### config.mk
export PLATFORM = sky130hd
export DESIGN_NAME = alu_cmd_queue
export DESIGN_NICKNAME = d
export VERILOG_FILES = /design/src/rtl/alu_cmd_queue.sv
export SDC_FILE = /design/constraint.sdc
export NUM_CORES = 1
export LEC_CHECK = 0
export BUFFER_PORTS_ARGS = -buffer_cell sky130_fd_sc_hd__buf_2
export CAP_MARGIN = 20
export CORE_MARGIN = 4
export CORE_UTILIZATION = 45
export DETAILED_ROUTE_END_ITERATION = 7
export PLACE_DENSITY = 0.72
export SLEW_MARGIN = 20
export SYNTH_ARGS = -nofsm -noshare
export SYNTH_HDL_FRONTEND = slang
export SYNTH_SLANG_ARGS = --single-unit
### constraint.sdc
create_clock -name clk -period 7.3 [get_ports clk]
set_input_delay 1.825 -clock clk [delete_from_list [all_inputs] [get_ports clk]]
set_output_delay 1.825 -clock clk [all_outputs]
set_load 0.02 [all_outputs]
### src/rtl/alu_cmd_queue.sv
// alu_cmd_queue: command FIFO with a registered output stage feeding alu_top
module alu_cmd_queue #(
  parameter int N = 4,
  parameter int DEPTH = 4
) (
  input  logic                     clk,
  input  logic                     reset,
  input  logic                     flush,
  input  logic                     cmd_valid,
  output logic                     cmd_ready,
  input  logic [1:0]               cmd_operation,
  input  logic [N-1:0]             cmd_operand1,
  input  logic [N-1:0]             cmd_operand2,
  output logic                     out_valid,
  input  logic                     out_ready,
  output logic [1:0]               operation,
  output logic [N-1:0]             operand1,
  output logic [N-1:0]             operand2,
  output logic [$clog2(DEPTH):0]   level
);
  localparam int AW = $clog2(DEPTH);
  localparam int LW = AW + 1;
  logic [2*N+1:0] mem [DEPTH];
  logic [AW-1:0] wr_ptr, rd_ptr;
  logic push, pop;
  assign cmd_ready = (level < LW'(DEPTH)) && !flush && !reset;
  assign push = cmd_valid && cmd_ready;
  // head moves into the output register whenever that register is free or being consumed
  assign pop = (level != '0) && (!out_valid || out_ready);
  always_ff @(posedge clk) begin
    if (push) mem[wr_ptr] <= {cmd_operation, cmd_operand1, cmd_operand2};
  end
  always_ff @(posedge clk) begin
    if (reset) begin
      wr_ptr    <= '0;
      rd_ptr    <= '0;
      level     <= '0;
      out_valid <= 1'b0;
      operation <= '0;
      operand1  <= '0;
      operand2  <= '0;
    end else if (flush) begin
      wr_ptr    <= '0;
      rd_ptr    <= '0;
      level     <= '0;
      out_valid <= 1'b0;
    end else begin
      if (push) wr_ptr <= wr_ptr + 1'b1;
      if (pop) begin
        rd_ptr <= rd_ptr + 1'b1;
        {operation, operand1, operand2} <= mem[rd_ptr];
      end
      level     <= level + LW'(push) - LW'(pop);
      out_valid <= pop || (out_valid && !out_ready);
    end
  end
endmodule

==> results.toml <==
[floorplanning]
dieArea_um2 = 6500
core-area_um2 = 5110
die_h_um = 80.6
row_count = 26
die_x_um = 80.6
io_pins = 30
initial_core_util_pct = 46.5

[timing]
fmax_ghz = 0.223
finClkSkew_ps = 6.80
slew_headroom_pct = 41.0
tightestPinTransition_ps = 883
rsz0062_at_grt = "no"
timing.final.crit_share_pct = 61.4
layout_min_cycle_time_ps = 4480
finalMaxSlewViolations = 0
hold_viol_final = 0
tns_ps = 0
setup_viol = 0

[setup_path]
critPathMaxFanout = 14
cp_slowest_cell = "or2_2"
worst-r2r-setup-slack_ps = 4730
required_ps = 5480
startpoint_type = "input pin"
worstSetupPathType = "input pin to primary output"
path_common_cell = "buf_2"
end_kind = "primary output"
rr_startpoint = "level[1]"
crit_path_cell_trace = "buf_2, or2_2, nor2_1, buf_2"
rr_worst_depth = 9
reg2reg_to = "level[2]"
cp_top_family = "simple AND/OR/NAND/NOR gates"
max_stage_delay_ps = 380
critPathBufInv = 2
arrival_ps = 2660

[cts]
cts_made_buffers = 9
clockBufferDepth = 2
cts-resized-gates = 0
htreeDepth = 3
cts_setup_buffers = 0
clock_latency_ps = 340
cts_tree = "yes"
clk_pin_slew_ps = 60
cts.sinks = 58
holdBufCountCts = 0
root_buffer = "clkbuf_8"

[power_and_ir_drop]
p_leak_nw = 1.00
power.switching_w = 0.000267
combPwrFrac_pct = 21.2
pwr-share-clk_pct = 36.2
p_int_w = 0.000689
ir_drop_mv = 0.203
netSwitchingFraction_pct = 28.0
power_density_nw_per_um2 = 342
pwr-share-seq_pct = 42.5

[drt]
drcViolationCount = 0
detail_route.first_pass.iterations = 4
avgRoutedWirePerCell_um = 15.8
wl_um = 4060
vias = 1318
ant_nets = 0
drt_iter0_drc = 45
avgViaCountPerCell = 5.13

[logic_synthesis]
synth_cell_type_count = 27
ys_seq_elements = 58
synth_area_per_cell_um2 = 15.7
syn_nets = 173
ys_warn_count = 0
seq_area_frac_synth_pct = 65.8
synth_cells = 151
synth_area_um2 = 2370

[cells_and_area]
final_common_cell = "edfxtp_1"
design_area_um2 = 2800
n_antenna_cell = 0
final_cell_mix = "edfxtp_1 (40), buf_2 (29), dfxtp_1 (18)"
drive_above_1_share_pct = 25.1
nNetsFinal = 204
area_growth_pct = 17.8
fin_util_pct = 54.8
fillers = 423

[placement]
portBuffers = 29
dp_hpwl_um = 2810
dpl_cell_area_um2 = 2560
gp_congestion = 0.808

[outcome]
outcome = "complete, no violations"

[worst_hold_path]
hold_path_end = "operand2[1]"
hp-class = "flop to flop"
worstHoldStart = "operand2[1]"
hold-path-cell-count = 2

[flow_run]
cap_violations = 0

[grt]
grt_max_degree = 16
overflow = 0
grt_usage_pct = 14.6
grt_pass1_vias = 1402
antenna_found_initial = 0
grt_pass1_wl_um = 6660
-- per-layer routing --
layer	vias up	wire, µm	global-route usage, %
met5	-	0	0
met4	0	51	6.59
met3	5	246	7.17
met2	29	1990	23.3
met1	629	1770	16.3
li1	655	-	-
-- cells in the mapped netlist --
library cell | n | area (µm²)
nand2_1 | 1 | 3.75
and2_1 | 6 | 37.5
xnor2_1 | 3 | 26.3
buf_2 | 3 | 15.0
inv_1 | 6 | 22.5
nor3_2 | 1 | 10.0
nor2_1 | 5 | 18.8
nand3_1 | 1 | 5.00
or4_1 | 1 | 7.51
mux4_1 | 10 | 263
nor4b_4 | 1 | 23.8
dfxtp_1 | 18 | 360
a21oi_1 | 13 | 65.1
fa_1 | 1 | 20.0
edfxtp_1 | 40 | 1200
o31ai_1 | 12 | 90.1
o21ai_0 | 1 | 5.00
buf_6 | 1 | 11.3
inv_2 | 1 | 3.75
or2_2 | 1 | 6.26
nand4_1 | 10 | 62.6
clkbuf_1 | 5 | 18.8
ha_1 | 6 | 75.1
nor2b_1 | 1 | 6.26
clkinv_1 | 1 | 3.75
nand2b_1 | 1 | 6.26
or3_1 | 1 | 6.26
-- power groups by stage --
stage / clock, W / combinational, W / sequential (W)
after global routing: 0.000373 / 0.000224 / 0.000411
after CTS: 0.000353 / 0.000204 / 0.000407
final: 0.000346 / 0.000203 / 0.000407
after global placement: 0 / 0.000195 / 0.000411
after floorplan: 0 / 0.000138 / 0.000429
after detailed placement: 0 / 0.000202 / 0.000414
-- worst register-to-register path, cell delays in order, from the launching register on --
cell,delay [ps]
dfxtp_1,360
nor3_2,720
nor2_1,90
ha_1,310
inv_1,40
ha_1,190
fa_1,380
xnor2_1,180
xnor2_1,150
nor2_1,50
-- sequential cells by signal, summed over array words and instances, names as in the netlist --
name / flops
operation: 2
level: 3
mem: 40
wr_ptr: 2
operand1: 4
out_valid: 1
rd_ptr: 2
operand2: 4
-- per-stage QoR --
stage,hold WS (ps),total power [W],setup WS [ps],cells
floorplan,508,0.000567,2920,151
global placement,461,0.000606,2820,241
detailed placement,467,0.000616,2820,241
CTS,475,0.000964,2810,257
global route,484,0.00101,2740,257
finish,472,0.000956,2820,257
-- logic make-up (layout without fill, tap and decap cells) --
family,Yosys count,after routing,synth area share [%]
flip-flops,58,58,65.8
AND/OR/NAND/NOR,30,30,8.17
AO/OA/AOI/OAI,26,26,6.74
buffers and inverters,17,53,3.16
multiplexers,10,10,11.1
adder cells (fa/ha/maj),7,7,4.00
XOR/XNOR,3,3,1.11
-- worst max-delay path by stage --
| stage | from | to | slack (ps) | depth (start not counted) |
|---|---|---|---|---|
| floorplan | flush | cmd_ready | 2920 | 3 |
| global placement | flush | cmd_ready | 2820 | 4 |
| detailed placement | flush | cmd_ready | 2820 | 4 |
| CTS | flush | cmd_ready | 2810 | 4 |
| global route | flush | cmd_ready | 2740 | 4 |
| finish | flush | cmd_ready | 2820 | 4 |
-- cell type report --
cell class / count / area [µm²] / area share (%)
clock buffers: 11 / 131 / 4.70
clock inverters: 5 / 103 / 3.67
inverters: 8 / 30.0 / 1.07
multi-input cells: 76 / 738 / 26.4
flip-flops and latches: 58 / 1560 / 55.8
well taps: 70 / 87.6 / 3.13
repair buffers: 29 / 145 / 5.19
Power figures use the tool's default switching activity.
